`src/rtl/cordic_sincos_ctrl_if.sv`:
```
// Valid/ready bus between an angle producer and the CORDIC sine/cosine engine.
// The master drives the angle and consumes the result; the slave is the engine.
interface cordic_sincos_ctrl_if #(
  parameter int WIDTH = 32
);
  logic             in_valid;
  logic             in_ready;
  logic [WIDTH-1:0] angle;
  logic             out_valid;
  logic             out_ready;
  logic [WIDTH-1:0] sine;
  logic [WIDTH-1:0] cosine;
  logic             busy;

  modport master (
    output in_valid, angle, out_ready,
    input  in_ready, out_valid, sine, cosine, busy
  );

  modport slave (
    input  in_valid, angle, out_ready,
    output in_ready, out_valid, sine, cosine, busy
  );
endinterface

```
`src/rtl/cordic_sincos_ctrl.sv`:
```
// Iterative CORDIC sine/cosine engine: folds a Q5.27 angle into [0, pi/2], runs
// ITERATIONS micro-rotations on one shared shift/add datapath, then restores quadrant signs.
module cordic_sincos_ctrl #(
  parameter int WIDTH      = 32,
  parameter int ITERATIONS = 24
) (
  input logic                 clk,
  input logic                 rst,
  cordic_sincos_ctrl_if.slave bus
);
  typedef enum logic [1:0] {IDLE, ROTATE, FIX, DONE} state_t;

  localparam logic signed [WIDTH-1:0] HALF_PI       = 32'sh0C90FDAA;
  localparam logic signed [WIDTH-1:0] PI            = 32'sh1921FB54;
  localparam logic signed [WIDTH-1:0] THREE_HALF_PI = 32'sh25B2F8FE;
  localparam logic signed [WIDTH-1:0] TWO_PI        = 32'sh3243F6A9;
  localparam logic signed [WIDTH-1:0] K_GAIN        = 32'sh04DBA76D;
  localparam logic [4:0]              LAST_ITER     = 5'(ITERATIONS - 1);

  // round(atan(2^-i) * 2^27)
  function automatic logic signed [WIDTH-1:0] atan_lut(input logic [4:0] i);
    case (i)
      5'd0:    atan_lut = 32'sh06487ED5;
      5'd1:    atan_lut = 32'sh03B58CE1;
      5'd2:    atan_lut = 32'sh01F5B760;
      5'd3:    atan_lut = 32'sh00FEADD5;
      5'd4:    atan_lut = 32'sh007FD56F;
      5'd5:    atan_lut = 32'sh003FFAAB;
      5'd6:    atan_lut = 32'sh001FFF55;
      5'd7:    atan_lut = 32'sh000FFFEB;
      5'd8:    atan_lut = 32'sh0007FFFD;
      5'd9:    atan_lut = 32'sh00040000;
      5'd10:   atan_lut = 32'sh00020000;
      5'd11:   atan_lut = 32'sh00010000;
      5'd12:   atan_lut = 32'sh00008000;
      5'd13:   atan_lut = 32'sh00004000;
      5'd14:   atan_lut = 32'sh00002000;
      5'd15:   atan_lut = 32'sh00001000;
      5'd16:   atan_lut = 32'sh00000800;
      5'd17:   atan_lut = 32'sh00000400;
      5'd18:   atan_lut = 32'sh00000200;
      5'd19:   atan_lut = 32'sh00000100;
      5'd20:   atan_lut = 32'sh00000080;
      5'd21:   atan_lut = 32'sh00000040;
      5'd22:   atan_lut = 32'sh00000020;
      5'd23:   atan_lut = 32'sh00000010;
      5'd24:   atan_lut = 32'sh00000008;
      5'd25:   atan_lut = 32'sh00000004;
      5'd26:   atan_lut = 32'sh00000002;
      default: atan_lut = '0;
    endcase
  endfunction

  state_t                  state, state_next;
  logic signed [WIDTH-1:0] x, y, z;
  logic signed [WIDTH-1:0] sine_q, cosine_q;
  logic [4:0]              iter;
  logic                    s_neg, c_neg, out_valid_q;

  logic signed [WIDTH-1:0] ang_in, ang_wrapped, z0;
  logic                    s0, c0, accept, d_pos;
  logic signed [WIDTH-1:0] x_shift, y_shift, atan_i;

  assign ang_in  = $signed(bus.angle);
  assign accept  = (state == IDLE) && bus.in_valid;
  assign d_pos   = ~z[WIDTH-1];
  assign x_shift = x >>> iter;
  assign y_shift = y >>> iter;
  assign atan_i  = atan_lut(iter);

  // Wrap into [0, 2pi), then reflect into the first quadrant and remember the signs
  always_comb begin
    ang_wrapped = ang_in;
    z0          = '0;
    s0          = 1'b0;
    c0          = 1'b0;
    if (ang_in < 0)
      ang_wrapped = ang_in + TWO_PI;
    else if (ang_in >= TWO_PI)
      ang_wrapped = ang_in - TWO_PI;

    if (ang_wrapped <= HALF_PI) begin
      z0 = ang_wrapped;
    end else if (ang_wrapped <= PI) begin
      z0 = PI - ang_wrapped;
      c0 = 1'b1;
    end else if (ang_wrapped <= THREE_HALF_PI) begin
      z0 = ang_wrapped - PI;
      s0 = 1'b1;
      c0 = 1'b1;
    end else begin
      z0 = TWO_PI - ang_wrapped;
      s0 = 1'b1;
    end
  end

  always_ff @(posedge clk or posedge rst) begin
    if (rst) state <= IDLE;
    else     state <= state_next;
  end

  always_comb begin
    state_next = state;
    case (state)
      IDLE:    if (accept) state_next = ROTATE;
      ROTATE:  if (iter == LAST_ITER) state_next = FIX;
      FIX:     state_next = DONE;
      DONE:    if (bus.out_ready) state_next = IDLE;
      default: state_next = IDLE;
    endcase
  end

  // Shared rotation datapath; every update reads the pre-edge x, y and z
  always_ff @(posedge clk or posedge rst) begin
    if (rst) begin
      x           <= '0;
      y           <= '0;
      z           <= '0;
      iter        <= '0;
      s_neg       <= 1'b0;
      c_neg       <= 1'b0;
      sine_q      <= '0;
      cosine_q    <= '0;
      out_valid_q <= 1'b0;
    end else begin
      case (state)
        IDLE: begin
          if (accept) begin
            x     <= K_GAIN;
            y     <= '0;
            z     <= z0;
            s_neg <= s0;
            c_neg <= c0;
            iter  <= '0;
          end
        end
        ROTATE: begin
          if (d_pos) begin
            x <= x - y_shift;
            y <= y + x_shift;
            z <= z - atan_i;
          end else begin
            x <= x + y_shift;
            y <= y - x_shift;
            z <= z + atan_i;
          end
          iter <= iter + 5'd1;
        end
        FIX: begin
          sine_q      <= s_neg ? -y : y;
          cosine_q    <= c_neg ? -x : x;
          out_valid_q <= 1'b1;
        end
        DONE: begin
          if (bus.out_ready) out_valid_q <= 1'b0;
        end
        default: ;
      endcase
    end
  end

  assign bus.in_ready  = (state == IDLE);
  assign bus.busy      = (state != IDLE);
  assign bus.out_valid = out_valid_q;
  assign bus.sine      = sine_q;
  assign bus.cosine    = cosine_q;
endmodule
```
`src/flat_wrapper.sv`:
```
// flat-port wrapper written by rule: the top's interface ports become plain ports
module cordic_sincos_ctrl_flat 
#(
  parameter int WIDTH      = 32,
  parameter int ITERATIONS = 24
)
  (clk, rst, bus_in_valid, bus_angle, bus_out_ready, bus_in_ready, bus_out_valid, bus_sine, bus_cosine, bus_busy);
  cordic_sincos_ctrl_if #(.WIDTH(WIDTH)) bus_i ();
  input logic clk;
  input logic rst;
  input wire logic [$bits(bus_i.in_valid)-1:0] bus_in_valid;
  input wire logic [$bits(bus_i.angle)-1:0] bus_angle;
  input wire logic [$bits(bus_i.out_ready)-1:0] bus_out_ready;
  output wire logic [$bits(bus_i.in_ready)-1:0] bus_in_ready;
  output wire logic [$bits(bus_i.out_valid)-1:0] bus_out_valid;
  output wire logic [$bits(bus_i.sine)-1:0] bus_sine;
  output wire logic [$bits(bus_i.cosine)-1:0] bus_cosine;
  output wire logic [$bits(bus_i.busy)-1:0] bus_busy;
  assign bus_i.in_valid = bus_in_valid;
  assign bus_i.angle = bus_angle;
  assign bus_i.out_ready = bus_out_ready;
  assign bus_in_ready = bus_i.in_ready;
  assign bus_out_valid = bus_i.out_valid;
  assign bus_sine = bus_i.sine;
  assign bus_cosine = bus_i.cosine;
  assign bus_busy = bus_i.busy;
  cordic_sincos_ctrl #(.WIDTH(WIDTH), .ITERATIONS(ITERATIONS)) u_core (.clk(clk), .rst(rst), .bus(bus_i));
endmodule
```
`config.mk`:
```
export PLATFORM = sky130hd
export DESIGN_NAME = cordic_sincos_ctrl_flat
export DESIGN_NICKNAME = d
export VERILOG_FILES = /design/src/rtl/cordic_sincos_ctrl_if.sv /design/src/rtl/cordic_sincos_ctrl.sv /design/src/flat_wrapper.sv
export SDC_FILE = /design/constraint.sdc
export NUM_CORES = 1
export LEC_CHECK = 0
export CORE_MARGIN = 2
export CORE_UTILIZATION = 55
export DETAILED_ROUTE_END_ITERATION = 8
export MAX_ROUTING_LAYER = met4
export PLACE_DENSITY = 0.74
export SETUP_SLACK_MARGIN = 0.05
export SLEW_MARGIN = 20
export SYNTH_ARGS = -nofsm -noshare
export SYNTH_HDL_FRONTEND = slang
export SYNTH_SLANG_ARGS = --single-unit
```
`constraint.sdc`:
```
create_clock -name clk -period 8.8 [get_ports clk]
set_input_delay 1.32 -clock clk [delete_from_list [all_inputs] [get_ports clk]]
set_output_delay 1.32 -clock clk [all_outputs]
set_load 0.02 [all_outputs]
```
# --- Word-level counts from Yosys, hierarchy flattened ---
# Memories as Yosys holds them, arrays and structs flattened.
# Index checks and enable logic that the tools add are counted.
word_totals:
  rom_bits: 864
  reg_bits: 170
  n_memories: 1
op_classes:
  muxes: 29
  add_sub_neg: 14
  eq_ne: 7
  n_shift: 2
  magnitude_cmp: 5
  reduce_logical: 9
mem_list:
  columns: ["name", "depth", "width", "rd", "rd_ports_with_merged_regs", "wr", "line_no", "rtl"]
  rows:
  - ["(no name shown)", 32, 27, 1, 0, 0, "cordic_sincos_ctrl.sv:22", "case (i)"]
op_table:
  columns: ["op", "n"]
  rows:
  - ["2-to-1 mux 32 bit", 13]
  - ["case mux 32 bit (2 select lines)", 3]
  - ["adder 32 bit", 3]
  - ["subtractor 32 bit", 3]
  - ["negation 32 bit", 2]
  - [">>> shifter 32 x 5 -> 32 bit", 2]
  - ["adder 32 x 31 -> 32 bit, second input constant", 1]
  - [">= comparator 32 x 31 -> 1 bit, second input constant", 1]
  - ["less-or-equal comparator 32 x 29 -> 1 bit, second input constant", 1]
  - ["less-or-equal comparator 32 x 30 -> 1 bit, second input constant", 1]
  - ["less-or-equal comparator 32 x 31 -> 1 bit, second input constant", 1]
  - ["< comparator 32 x 1 -> 1 bit, second input constant", 1]
  - ["subtractor 30 x 32 -> 32 bit, first input constant", 1]
  - ["subtractor 31 x 32 -> 32 bit, first input constant", 1]
  - ["subtractor 32 x 30 -> 32 bit, second input constant", 1]
  - ["subtractor 32 x 31 -> 32 bit, second input constant", 1]
  - ["case mux 5 bit (2 select lines)", 1]
  - ["case mux 2 bit (4 select lines)", 1]
  - ["2-to-1 mux 1 bit", 6]
  - ["2-to-1 mux 2 bit", 3]
  - ["AND reduction 2 bit", 3]
  - ["nonzero test 2 bit", 3]
  - ["adder 5 x 1 -> 5 bit, second input constant", 1]
  - ["== test 5 bit, second input constant", 1]
  - ["other kinds (9)", 11]

# --- Depth between registers and ports, before layout ---
logic_depth:
  ltp_word: 9
  mapped_depth: 34
  ltp_nobuf: 28

# --- Least setup slack after synthesis ---
# Ideal clock, no wire load.
synth_path:
  kind: "register -> register"
  start: "reg u_core.iter[0]"
  end: "reg u_core.z[31]"
  setup_time_ps: 141
  stages_incl_launch_ff: 33
  n_path_buf: 6
  arrival_time_ps: 7594
  slack_ps: 1065
  period_less_slack_ps: 7735
  required_ps: 8659
  cell_sequence: "dfrtp_1 > clkbuf_1 > buf_1 > clkbuf_1 > buf_2 > clkbuf_1 > clkbuf_1 > inv_1 > ha_1 > nand2_1 > a21oi_1 > a21oi_1 > o21ai_0 > nor3_1 > and2_1 > nand2_1 > or3_1 > nor3b_1 > nor2_1 > xnor2_1 > ha_1 > a21o_1 > a21o_1 > a21oi_1 > a311oi_1 > o311ai_0 > a21oi_1 > o31ai_1 > nand2b_1 > a21oi_1 > o21ai_0 > mux2i_1 > o221ai_1"
synth_between:
  elab_chain_len: 4
synth_rtl:
  columns: ["element", "line_no", "rtl"]
  rows:
  - ["start: declaration", "cordic_sincos_ctrl.sv:57", "logic [4:0] iter;"]
  - ["start signal: assignment", "cordic_sincos_ctrl.sv:147", "iter <= iter + 5'd1;"]
  - ["memory (32 x 27 bit) (*)", null, null]
  - ["subtractor 32 bit or adder 32 bit (tied branches)", "cordic_sincos_ctrl.sv:141, cordic_sincos_ctrl.sv:145", null]
  - ["2-to-1 mux 32 bit (*)", "cordic_sincos_ctrl.sv:138", "if (d_pos) begin"]
  - ["case mux 32 bit (2 select lines) (*)", "cordic_sincos_ctrl.sv:126", "case (state)"]
  - ["end signal: assignment", "cordic_sincos_ctrl.sv:131", "z <= z0;"]
  - ["end signal: assignment", "cordic_sincos_ctrl.sv:141", "z <= z - atan_i;"]
  - ["end signal: assignment", "cordic_sincos_ctrl.sv:145", "z <= z + atan_i;"]
  - ["end: declaration", "cordic_sincos_ctrl.sv:55", "logic signed [WIDTH-1:0] x, y, z;"]
# Mark *: on every way between the ends. The rest lies on a longest branch, timed or not.
# A chain may end at the register's enable or synchronous reset.

# --- Final worst setup path ---
layout_path:
  start: "reg u_core.iter[0]"
  end: "reg u_core.x[31]"
layout_between:
  elab_chain_len: 4
layout_rtl:
  columns: ["element", "line_no", "rtl"]
  rows:
  - [">>> shifter 32 x 5 -> 32 bit (*)", "cordic_sincos_ctrl.sv:68", "assign y_shift = y >>> iter;"]
  - ["subtractor 32 bit or adder 32 bit (tied branches)", "cordic_sincos_ctrl.sv:139, cordic_sincos_ctrl.sv:143", null]
  - ["2-to-1 mux 32 bit (*)", "cordic_sincos_ctrl.sv:138", null]
  - ["case mux 32 bit (2 select lines) (*)", "cordic_sincos_ctrl.sv:126", null]
  - ["end signal: assignment", "cordic_sincos_ctrl.sv:139", "x <= x - y_shift;"]
  - ["end signal: assignment", "cordic_sincos_ctrl.sv:143", "x <= x + y_shift;"]
  - ["end: declaration", "cordic_sincos_ctrl.sv:55", null]
# Marked as above.

==> metrics.yaml <==
status: "completed"
place_hpwl_um: 56800
ir_drop_mv: 0.391
cp.arrival_ps: 7860
clock_sinks: 170
criticalPathCategory: "register to register"
avgSynthCellArea_um2: 7.58
wl_met3_um: 4830
slew_headroom: 0.259
num_rows: 73
power.total_mw: 11.9
coreArea_um2: 39700
post-route-drc-count: 0
grt_first_pass_wirelength_um: 118000
worstReg2RegStart: "u_core.iter[0]"
synth_edf_count: 0
worstSetupEndpointType: "register"
synth_nets: 3080
clockBufferDepth: 2
period_share: 0.853
top_layer: "met4"
die_area_um2: 41900
ff2ff_path_depth: 24
yosys.cell_count.top_type: "nor2_1"
grt_use_total: 0.368
insertion_delay_ps: 510
clkTransAtPathRegs_ps: 80
num_io_pins: 103
port_buffers: 102
synth_cells: 2924
filler_cell_count: 3615
area_growth_pct: 8.05
powerDensity_nw_per_um2: 499
hold_violations: 0
setup_viol: 0
wl_um: 74900
synthAdderAreaFrac: 0.0688
synthMuxAreaShare: 0.103
yosys.area.top_type_share: 0.192
first_global_vias: 21822
routedLengthMet1_um: 29000
synthDistinctLibCells: 105
yosys-top-cells-count: "nor2_1 (314), a21oi_1 (310), nand2_1 (306)"
cts_resized: 0
yosysWarningCount: 0
synthXorXnorAreaFrac: 0.0976
tns_ps: 0
final_core_util: 0.603
grt_setup_unrepaired: "false"
async_reset_ff_frac: 1.00
power.leakage_nw: 9.60
cts-root-buf: "clkbuf_16"
met2_wirelength_um: 37100
antenna_found_initial: 1
cts_tree: "built"
min_to: "u_core.z[0]"
cts_setup_buffers: 0
routed_via_density: 6.69
holdBufCountCts: 0
cp.required_ps: 9150
cts_made_buffers: 17
hold_path.class: "register to register"
ant_nets: 0
hold_depth: 2
nets: 3043
drv_slew: 0
ys_top_cells_by_area: "dfrtp_1 (19%), mux4_2 (7.2%), a21oi_1 (7.0%)"
fp.dieH_um: 205
synth_top_family_by_area: "compound AO/OA/AOI/OAI gates"
start_util: 0.558
die_w_um: 205
rr_endpoint: "u_core.x[31]"
grt_max_degree: 68
max_slew.worst_pin.slew_ps: 1110
cp-startpoint: "u_core.iter[0]"
post-place-ws_ps: 894
syn-cell-area_um2: 22200
grt.overflow.total: 0
ys_ff_latch: 170
fmax_mhz: 133
ys.flop_type: "dfrtp_1"
min_from: "u_core.z[0]"
timing.final.crit_period_ps: 7510
place.gp.congestion: 1.01
synth_compound_area_frac: 0.275
final_cells: 3424
fin_skew_ps: 21.0
firstDrtPassIters: 6
cap_violations: 0
avgRoutedWirePerCell_um: 21.9
critPathLaunchType: "register"
dp_cells: 3392
seq_area_frac_synth: 0.192
h-tree-depth: 4
path_max_fanout: 42
setup_ws_ps: 1290
dr.first_iter.drc_count: 1988
drive_gt1_frac: 0.0811
yosysTopAreaCell: "dfrtp_1"
r2r_setup_slack_ps: 1290
yosys.area_share.simple: 0.213
vias: 22898
## stage by stage
stage,cell area (µm²),hold slack (ps)
final,23900,492
after global routing,23900,522
after CTS,23900,496
after detailed placement,23400,481
after global placement,23400,469
after floorplan,22200,455
## cell type report
cell class	count	area, µm²	share of cell area
Multi-Input combinational cell	2471	16800	0.702
Clock buffer	18	439	0.0183
Clock inverter	12	130	0.00543
Antenna cell	1	2.50	0.000105
Tap cell	525	657	0.0274
Timing Repair Buffer	140	1310	0.0549
Inverter	87	332	0.0138
Sequential cell	170	4260	0.178
## worst max path at each step
| stage | end | depth (start not counted) |
|---|---|---|
| 2_1_floorplan | u_core.z[31] | 32 |
| 3_3_place_gp | u_core.z[4] | 17 |
| 3_5_place_dp | u_core.z[4] | 17 |
| 4_1_cts | u_core.z[4] | 17 |
| 5_1_grt | u_core.y[30] | 25 |
| 6_report | u_core.x[31] | 24 |
## layout by cell type, fill, tap and decap left out, drive strengths merged, types with 12 or more instances in the layout
cell type,Yosys,layout
a211o,13,13
a211oi,37,37
a21o,40,40
a21oi,312,312
a31oi,43,43
and2,33,33
and3,28,28
buf,63,38
clkbuf,133,18
clkdlybuf4s50,0,102
dfrtp,170,170
ha,117,117
inv,85,93
mux2,22,22
mux2i,43,43
mux4,71,71
nand2,309,309
nand2b,32,32
nand3,69,69
nand4,22,22
nor2,316,316
nor2b,25,25
nor3,68,68
nor4,14,14
o211ai,25,25
o21a,26,26
o21ai,228,228
o22ai,28,28
o31ai,41,41
o41ai,12,12
or2,20,20
or3,33,33
or4,20,20
xnor2,113,113
xor2,134,134
## worst max-delay path, cell delays in order (launching register included)
cell     delay, ps
dfrtp_4        860
buf_4          560
mux4_2         670
mux2_2         290
o21ai_0        530
o21ai_0        270
nor4_1         300
nand2_1        120
nor2_1         140
nand2_1        100
nor3_1         460
inv_1          120
nor4_1         480
nand2_1        130
nor2_1         110
a21oi_1         50
o22a_1         210
ha_1           340
a21o_1         210
a21oi_1        290
o21ai_0        310
a41oi_1        390
a21oi_1        160
xnor2_1        150
o22ai_1         80
## state kept, by name (all words and copies together), names as in the netlist
signal	flops
u_core.state	2
u_core.iter	5
u_core.bus.out_valid	1
u_core.z	32
u_core.bus.cosine	32
u_core.x	32
u_core.s_neg	1
u_core.bus.sine	32
u_core.c_neg	1
u_core.y	32
## cells by family (layout without fill, tap and decap cells)
kind of cell	Yosys count	after routing
other	0	1
adder cells (fa/ha/maj)	120	120
buffers and inverters	283	257
multiplexers	136	136
flip-flops	170	170
XOR/XNOR	247	247
AO/OA/AOI/OAI	955	955
AND/OR/NAND/NOR	1013	1013
## layer usage
metal  up-vias  track usage
li1      10661            -
met1     11015        0.415
met2       961        0.628
met3       261       0.0643
met4         0        0.188
met5         -            -
## where the power goes
part	leakage [nW]	switching, mW	internal, mW
registers	2.00	0.467	1.12
logic	7.33	5.52	4.06
clock network	0.277	0.378	0.403
total	9.60	6.36	5.58
(Power assumes the default switching activity.)
